**config.mk**
```make
export PLATFORM = sky130hd
export DESIGN_NAME = intc_vectored
export DESIGN_NICKNAME = d
export VERILOG_FILES = /design/src/rtl/intc_pkg.sv /design/src/rtl/intc_prio_enc.sv /design/src/rtl/intc_vectored.sv
export SDC_FILE = /design/constraint.sdc
export NUM_CORES = 1
export LEC_CHECK = 0
export CAP_MARGIN = 40
export CELL_PAD_IN_SITES_DETAIL_PLACEMENT = 1
export CELL_PAD_IN_SITES_GLOBAL_PLACEMENT = 2
export CORE_MARGIN = 2
export CORE_UTILIZATION = 22
export CTS_CLUSTER_DIAMETER = 60
export DETAILED_ROUTE_END_ITERATION = 12
export PLACE_DENSITY_LB_ADDON = 0.1
export SLEW_MARGIN = 10
export SYNTH_ARGS = -nofsm -noshare
export SYNTH_HDL_FRONTEND = slang
export SYNTH_SLANG_ARGS = --single-unit
export TNS_END_PERCENT = 30
```
**constraint.sdc**
```tcl
create_clock -name clk -period 3.45 [get_ports clk]
set_input_delay 0.345 -clock clk [delete_from_list [all_inputs] [get_ports clk]]
set_output_delay 0.345 -clock clk [all_outputs]
set_load 0.05 [all_outputs]
```
**src/rtl/intc_pkg.sv**
```systemverilog
// Shared types and helpers for the vectored interrupt controller.
// Holds the FSM state encoding and the handler-address calculation.
package intc_pkg;

  localparam int unsigned VEC_W = 16;

  typedef enum logic [1:0] {
    StIdle = 2'd0,
    StReq  = 2'd1,
    StHold = 2'd2
  } intc_state_e;

  // The offset is truncated to VEC_W bits, so vectors wrap modulo 2^16.
  function automatic logic [VEC_W-1:0] calc_vector(input logic [VEC_W-1:0] base,
                                                   input logic [VEC_W-1:0] stride,
                                                   input int unsigned      idx);
    logic [31:0] offset;
    offset = idx * 32'(stride);
    return base + offset[VEC_W-1:0];
  endfunction

endpackage

```
**src/rtl/intc_prio_enc.sv**
```systemverilog
// Lowest-index-first priority encoder.
// Used both to pick the winning interrupt and the in-service bit to retire on EOI.
module intc_prio_enc #(
  parameter  int unsigned WIDTH = 4,
  localparam int unsigned IdxW  = (WIDTH > 1) ? $clog2(WIDTH) : 1
) (
  input  logic [WIDTH-1:0] vec_i,
  output logic             valid_o,
  output logic [IdxW-1:0]  idx_o
);

  always_comb begin
    valid_o = 1'b0;
    idx_o   = '0;
    for (int i = 0; i < WIDTH; i++) begin
      if (vec_i[i] && !valid_o) begin
        valid_o = 1'b1;
        idx_o   = IdxW'(i);
      end
    end
  end

endmodule

```
**src/rtl/intc_vectored.sv**
```systemverilog
// Vectored interrupt controller: latches requests, masks, arbitrates and tracks in-service.
// Define INTC_NESTING_EN to let strictly higher-priority channels preempt a running handler.
module intc_vectored
  import intc_pkg::*;
#(
  parameter  int unsigned        NUM_IRQ       = 3,
  parameter  logic [VEC_W-1:0]   VECTOR_BASE   = 16'h0008,
  parameter  logic [VEC_W-1:0]   VECTOR_STRIDE = 16'h0004,
  parameter  logic [NUM_IRQ-1:0] EDGE_MASK     = '0,
  parameter  logic [NUM_IRQ-1:0] MASK_RESET    = '1,
  localparam int unsigned        IdW           = (NUM_IRQ > 1) ? $clog2(NUM_IRQ) : 1
) (
  input  logic               clk,
  input  logic               rst,
  input  logic [NUM_IRQ-1:0] irq_in,
  output logic [NUM_IRQ-1:0] irq_clr,
  input  logic               mask_we,
  input  logic [NUM_IRQ-1:0] mask_wdata,
  output logic [NUM_IRQ-1:0] mask_rdata,
  output logic [NUM_IRQ-1:0] pending_rdata,
  output logic               irq_req,
  output logic [VEC_W-1:0]   irq_vector,
  output logic [IdW-1:0]     irq_id,
  input  logic               irq_ack,
  input  logic               irq_eoi
);

  logic [NUM_IRQ-1:0] pending_q, pending_d;
  logic [NUM_IRQ-1:0] in_service_q, in_service_d;
  logic [NUM_IRQ-1:0] mask_q, mask_d;
  logic [NUM_IRQ-1:0] prev_q;
  logic [NUM_IRQ-1:0] clr_q, clr_d;
  intc_state_e        state_q, state_d;
  logic               req_q, req_d;
  logic [VEC_W-1:0]   vector_q, vector_d;
  logic [IdW-1:0]     id_q, id_d;

  logic [NUM_IRQ-1:0] blocked, eligible, rise, ack_oh, eoi_oh;
  logic               grant_valid, eoi_valid, ack_fire;
  logic [IdW-1:0]     grant_idx, eoi_idx;

`ifdef INTC_NESTING_EN
  // A channel is blocked by any in-service channel of equal or higher priority.
  always_comb begin
    logic acc;
    acc     = 1'b0;
    blocked = '0;
    for (int i = 0; i < NUM_IRQ; i++) begin
      acc        = acc | in_service_q[i];
      blocked[i] = acc;
    end
  end
`else
  assign blocked = {NUM_IRQ{|in_service_q}};
`endif

  assign eligible = pending_q & mask_q & ~blocked;

  intc_prio_enc #(
    .WIDTH (NUM_IRQ)
  ) u_arb (
    .vec_i   (eligible),
    .valid_o (grant_valid),
    .idx_o   (grant_idx)
  );

  intc_prio_enc #(
    .WIDTH (NUM_IRQ)
  ) u_eoi (
    .vec_i   (in_service_q),
    .valid_o (eoi_valid),
    .idx_o   (eoi_idx)
  );

  assign ack_fire = (state_q == StReq) && irq_ack;
  assign rise     = irq_in & ~prev_q;

  always_comb begin
    ack_oh = '0;
    eoi_oh = '0;
    for (int i = 0; i < NUM_IRQ; i++) begin
      ack_oh[i] = ack_fire && (id_q == IdW'(i));
      eoi_oh[i] = irq_eoi && eoi_valid && (eoi_idx == IdW'(i));
    end
  end

  // Edge channels hold until ack (a new edge wins); level channels follow irq_in
  // but are forced low for the ack cycle.
  always_comb begin
    pending_d    = (EDGE_MASK & ((pending_q & ~ack_oh) | rise)) |
                   (~EDGE_MASK & irq_in & ~ack_oh);
    in_service_d = (in_service_q & ~eoi_oh) | ack_oh;
    mask_d       = mask_we ? mask_wdata : mask_q;
    clr_d        = ack_oh;
  end

  always_comb begin
    state_d  = state_q;
    req_d    = req_q;
    vector_d = vector_q;
    id_d     = id_q;
    unique case (state_q)
      StIdle: begin
        if (grant_valid) begin
          state_d  = StReq;
          req_d    = 1'b1;
          vector_d = calc_vector(VECTOR_BASE, VECTOR_STRIDE, 32'(grant_idx));
          id_d     = grant_idx;
        end
      end
      StReq: begin
        if (irq_ack) begin
          state_d = StHold;
          req_d   = 1'b0;
        end else if (grant_valid) begin
          vector_d = calc_vector(VECTOR_BASE, VECTOR_STRIDE, 32'(grant_idx));
          id_d     = grant_idx;
        end else begin
          state_d = StIdle;
          req_d   = 1'b0;
        end
      end
      StHold: begin
        state_d = StIdle;
        req_d   = 1'b0;
      end
      default: begin
        state_d = StIdle;
        req_d   = 1'b0;
      end
    endcase
  end

  always_ff @(posedge clk) begin
    if (rst) begin
      pending_q    <= '0;
      in_service_q <= '0;
      mask_q       <= MASK_RESET;
      prev_q       <= '0;
      clr_q        <= '0;
      state_q      <= StIdle;
      req_q        <= 1'b0;
      vector_q     <= VECTOR_BASE;
      id_q         <= '0;
    end else begin
      pending_q    <= pending_d;
      in_service_q <= in_service_d;
      mask_q       <= mask_d;
      prev_q       <= irq_in;
      clr_q        <= clr_d;
      state_q      <= state_d;
      req_q        <= req_d;
      vector_q     <= vector_d;
      id_q         <= id_d;
    end
  end

  assign irq_clr       = clr_q;
  assign mask_rdata    = mask_q;
  assign pending_rdata = pending_q;
  assign irq_req       = req_q;
  assign irq_vector    = vector_q;
  assign irq_id        = id_q;

endmodule

```
==> results of run 1 <==
-- where the power goes --
part / total, mW / switching (mW) / internal [mW] / leakage, nW
combinational: 0.135 / 0.0926 / 0.0422 / 0.262
clock: 0.105 / 0.0619 / 0.0431 / 0.0177
sequential: 0.217 / 0.00951 / 0.207 / 0.140
-- placed cells by master, fill, tap and decap left out, types with 2 or more instances in the layout --
cell,instances
clkdlybuf4s50_1,25
dfxtp_1,17
conb_1,13
a21oi_1,5
nor2b_1,4
nor2_1,4
and3b_1,3
a211o_1,3
clkbuf_4,3
inv_1,2
o21ai_0,2
-- logic make-up (layout without fill, tap and decap cells) --
kind of cell / Yosys count / count (layout)
simple gates: 20 / 20
buf+inv: 18 / 31
compound gates: 15 / 15
flops: 17 / 17
other cells: 1 / 13
mux: 1 / 1
-- per-layer routing --
layer,vias up,part of all wire,GRT usage
met1,254,0.44,0.113
met3,2,0.054,0.0336
li1,269,-,-
met4,0,0.018,0.0373
met5,-,0,0
met2,22,0.49,0.144
-- cell type report --
class                           instances  area share
Multi-Input combinational cell         49       0.306
Sequential cell                        17       0.347
Clock buffer                            3      0.0230
Tap cell                               44      0.0561
Clock inverter                          1     0.00510
Timing Repair Buffer                   25       0.255
Inverter                                2     0.00765
-- sequential cells by signal, indices dropped and copies added (netlist names) --
register and flops:
in_service_q 3, irq_clr 3, mask_rdata 3, pending_rdata 3, irq_id 2, state_q 2, irq_vector 1
-- how the worst max path moves through the flow --
stage / endpoint / slack [ns] / cells past startpoint
detailed placement: pending_rdata[2] / 1.74 / 4
CTS: irq_vector[2] / 1.51 / 1
global placement: pending_rdata[2] / 1.74 / 4
finish: irq_vector[2] / 1.54 / 1
floorplan: pending_rdata[1] / 1.97 / 3
global route: irq_vector[2] / 1.46 / 1
==> impl_metrics.tcl, run 1 <==
set metrics [dict create \
    grt_start_max_net_pins 18 \
    synth_fa_ha_area_frac 0 \
    initial_core_util 0.234 \
    cp.required_ns 3.11 \
    drt-pass1-iter-count 2 \
    pin_count 39 \
    die_h_microns 61.2 \
    antenna_cells 0 \
    grt_overflow 0 \
    placement.io_buffers 25 \
    hold_viol_final 0 \
    crit_path_start_kind "register" \
    min_period_ns 1.91 \
    syn_inst 72 \
    yosys.area_share.simple 0.195 \
    whs_ns 0.471 \
    regArea_sq_um 340 \
    pre_cts_ws_ns 1.74 \
    synth_area_sq_um 719 \
    synth_seq_area_share 0.473 \
    crit_family "buffers and inverters" \
    worst_slew_pin_slew_ns 0.626 \
    power_mw 0.457 \
    arrival_ns 1.56 \
    grt_use_total 0.0915 \
    fp.coreArea_sq_mm 0.00308 \
    dpl_cell_area_sq_um 953 \
    max_freq_mhz 525 \
    ctsHoldBuffers 0 \
    ctsResizeCount 0 \
    ant_nets 0 \
    rows 20 \
    synth_most_common_cell "dfxtp_1" \
    max_cap_violations 0 \
    synth_common_cells "17 x dfxtp_1, 15 x buf_4, 5 x a21oi_1" \
    cts.clk_slew.worst_paths_ns 0.10 \
    drt_wl_total_microns 1570 \
    crit_path_cell_trace "clkdlybuf4s50_1" \
    reg2reg_to "irq_id[0]" \
    drt_iter0_drc 4 \
    report.final.slew_viol_count 0 \
    r2r_slack_ns 2.21 \
    finalSetupViolations 0 \
    synth-edff-count 0 \
    first_global_vias 483 \
    hold_path_startpoint "irq_vector[3]" \
    status "finished clean" \
    slowest_stage "clkdlybuf4s50_1" \
    critical_path_class "reg -> out" \
    die_w_microns 61.2 \
    cp.buffers_inverters 1 \
    synth_area_leader_cell "dfxtp_1" \
    synth-compound-area-share 0.141 \
    post-cts-setup-buffer-count 0 \
    viasPerCell 3.88 \
    synth_top_family_by_area "simple AND/OR/NAND/NOR gates" \
    startpoint "irq_id[0]" \
    whs_endpoint "irq_vector[3]" \
    fin_skew_ns 0.00763 \
    p_leak_nw 0.419 \
    min_path_cells 2 \
    cp-end-kind "output port" \
    wl_per_cell_microns 11.1 \
    yosys_warnings 0 \
    yosys_register_bits 17 \
    final_cells 141 \
    powerDensity_mw_per_mm2 465 \
    netlist.area_leader.share 0.473 \
    finalInstanceArea_sq_um 981 \
    antenna_found_initial 0 \
    dp_cells 137 \
    cts.htree.levels 1 \
    regToRegStartpoint "in_service_q[1]" \
    maxSlewHeadroom 0.581 \
    drc_errors 0 \
    fin_util 0.319 \
    grt_pass1_wl_microns 2440 \
    fin_crit_sh 0.552 \
    syn_to_final_growth_pct 36.3 \
    nets 109 \
    hp-class "reg -> reg" \
    synth.avg_cell_area_sq_um 9.99 \
    cts.path.max_buffers 2 \
    cts_tree "yes" \
    synthMuxAreaShare 0.0139 \
    num_vias 547 \
    clk-insertion-delay-late_ns 0.29 \
    crit_fanout 6 \
    synth_cell_type_count 26 \
    setup_ws_ns 1.54 \
    cts_buffers 3 \
    clock_sinks 17 \
    dieArea_sq_mm 0.00374 \
    fillCellCount 381 \
    yosys-top-cells-area "dfxtp_1 47%, buf_4 16%, a211o_1 3.7%, and3b_1 3.7%, a21oi_1 3.5%" \
    reg2regPathDepth 3 \
    final_layout_size_suffix_gt1_frac 0.0619 \
    synth-xor-area-share 0 \
    rsz0062_at_grt "false" \
    synth_top_flop_cell "dfxtp_1" \
    root_buffer "clkbuf_4" \
    peakVddDrop_mv 0.175 \
    postSynth.asyncResetShare 0 \
    setup_tns_ns 0 \
    gp_congestion 0.657 \
    multi_input_area_sq_um 300 \
    dp_hpwl_microns 1220 \
    slowest_delay_ns 0.84 \
]
Power figures use the tool's default switching activity.
==> run 2: changes to the inputs <==
--- a/config.mk
+++ b/config.mk
@@ -9,7 +9,7 @@
 export CELL_PAD_IN_SITES_DETAIL_PLACEMENT = 1
 export CELL_PAD_IN_SITES_GLOBAL_PLACEMENT = 2
 export CORE_MARGIN = 2
-export CORE_UTILIZATION = 22
+export CORE_UTILIZATION = 21
 export CTS_CLUSTER_DIAMETER = 60
 export DETAILED_ROUTE_END_ITERATION = 12
 export PLACE_DENSITY_LB_ADDON = 0.1
==> constraint.sdc (replaced) <==
create_clock -name clk -period 1.8 [get_ports clk]
set_input_delay 0.18 -clock clk [delete_from_list [all_inputs] [get_ports clk]]
set_output_delay 0.18 -clock clk [all_outputs]
set_load 0.05 [all_outputs]
==> impl_metrics.tcl, run 2 (synthesis gave the netlist of run 1 again) <==
set metrics [dict create \
    status "finished clean" \
    grt_start_max_net_pins 12 \
    cp.buffers_inverters 1 \
    grt_overflow 0 \
    wl_met1_microns 702 \
    dr_wl_met3_microns 81 \
    layout_commonest_cell "clkdlybuf4s50_1" \
    clk-insertion-delay-late_ns 0.28 \
    placement.io_buffers 25 \
    route.met2.wl_microns 756 \
    ctsHoldBuffers 0 \
    grt_pass1_wl_microns 2690 \
    regToRegStartpoint "in_service_q[1]" \
    slowest_delay_ns 0.84 \
    hold_viol_final 0 \
    cp-end-kind "output port" \
    dieArea_sq_mm 0.00391 \
    crit_path_start_kind "register" \
    cts.clk_slew.worst_paths_ns 0.10 \
    root_buffer "clkbuf_4" \
    rows 21 \
    viasPerCell 3.76 \
    dp_hpwl_microns 1250 \
    regArea_sq_um 340 \
    antenna_found_initial 0 \
    crit_family "buffers and inverters" \
    slowest_stage "clkdlybuf4s50_1" \
    cts_tree "yes" \
    cts.htree.levels 1 \
    grt_use_total 0.0875 \
    reg2reg_to "irq_id[0]" \
    worst_slew_pin_slew_ns 0.505 \
    ant_nets 0 \
    clock_sinks 17 \
    wl_per_cell_microns 10.9 \
    hp-class "reg -> reg" \
    pre_cts_ws_ns 0.278 \
    fp.coreArea_sq_mm 0.00331 \
    die_h_microns 62.5 \
    max_freq_mhz 575 \
    nets 110 \
    antenna_cells 0 \
    final_cells 144 \
    pin_count 39 \
    initial_core_util 0.217 \
    report.final.slew_viol_count 0 \
    reg2regPathDepth 3 \
    dp_cells 140 \
    syn_to_final_growth_pct 37.9 \
    r2r_slack_ns 0.56 \
    min_period_ns 1.74 \
    cts_buffers 3 \
    crit_fanout 6 \
    first_global_vias 549 \
    multi_input_area_sq_um 300 \
    powerDensity_mw_per_mm2 885 \
    die_w_microns 62.5 \
    rsz0062_at_grt "false" \
    layout_common_cells "24 x clkdlybuf4s50_1, 17 x dfxtp_1, 13 x conb_1, 5 x a21oi_1" \
    finalSetupViolations 0 \
    fin_crit_sh 0.966 \
    p_leak_nw 0.439 \
    critical_path_class "reg -> out" \
    drt_wl_total_microns 1570 \
    cp.required_ns 1.62 \
    whs_endpoint "irq_vector[3]" \
    fillCellCount 396 \
    cts.path.max_buffers 2 \
    max_cap_violations 0 \
    setup_ws_ns 0.0604 \
    drc_errors 0 \
    drt-pass1-iter-count 3 \
    hold_path_startpoint "irq_vector[3]" \
    gp_congestion 0.640 \
    fin_skew_ns 0.000759 \
    maxSlewHeadroom 0.663 \
    min_path_cells 2 \
    crit_path_cell_trace "clkdlybuf4s50_1" \
    arrival_ns 1.56 \
    topRoutingLayerUsed "met4" \
    final_layout_size_suffix_gt1_frac 0.0612 \
    setup_tns_ns 0 \
    fin_util 0.300 \
    drt_iter0_drc 8 \
    peakVddDrop_mv 0.177 \
    num_vias 541 \
]
-- run 2: area by class of cell --
cell class	instances	area share
Clock buffer	4	0.0265
Inverter	2	0.00757
Multi-Input combinational cell	49	0.303
Sequential cell	17	0.343
Tap cell	46	0.0580
Timing Repair Buffer	26	0.262
-- run 2: power breakdown --
part,switching (mW),internal (mW)
logic,0.177,0.0820
registers,0.0190,0.397
clock network,0.117,0.0859
-- run 2: worst max-delay path by stage --
stage / start / to / slack, ns / cells after the start
finish: irq_id[1] / irq_id[1] / 0.06 / 1
global route: irq_id[1] / irq_id[1] / 0.0006 / 1
CTS: irq_id[1] / irq_id[1] / 0.04 / 1
detailed placement: irq_ack / pending_rdata[1] / 0.28 / 4
global placement: irq_ack / pending_rdata[1] / 0.31 / 4
floorplan: state_q[0] / pending_rdata[1] / 0.32 / 3
-- run 2: per-layer routing --
layer / up-vias / track usage
met5: - / 0
met4: 0 / 0.0500
met3: 2 / 0.0180
met2: 18 / 0.140
met1: 252 / 0.109
li1: 269 / -
-- run 2: what timing repair did --
action                     CTS  global route
gates resized for setup      0             1
buffers inserted             0             0
setup endpoints to repair    0             1
-- run 2: metrics by stage --
stage	hold slack (ns)	area, sq um	power, mW
3_5_place_dp	0.466	963	0.687
2_1_floorplan	0.252	764	0.629
5_1_grt	0.486	992	0.925
6_report	0.475	992	0.878
3_3_place_gp	0.463	963	0.686
4_1_cts	0.475	990	0.898
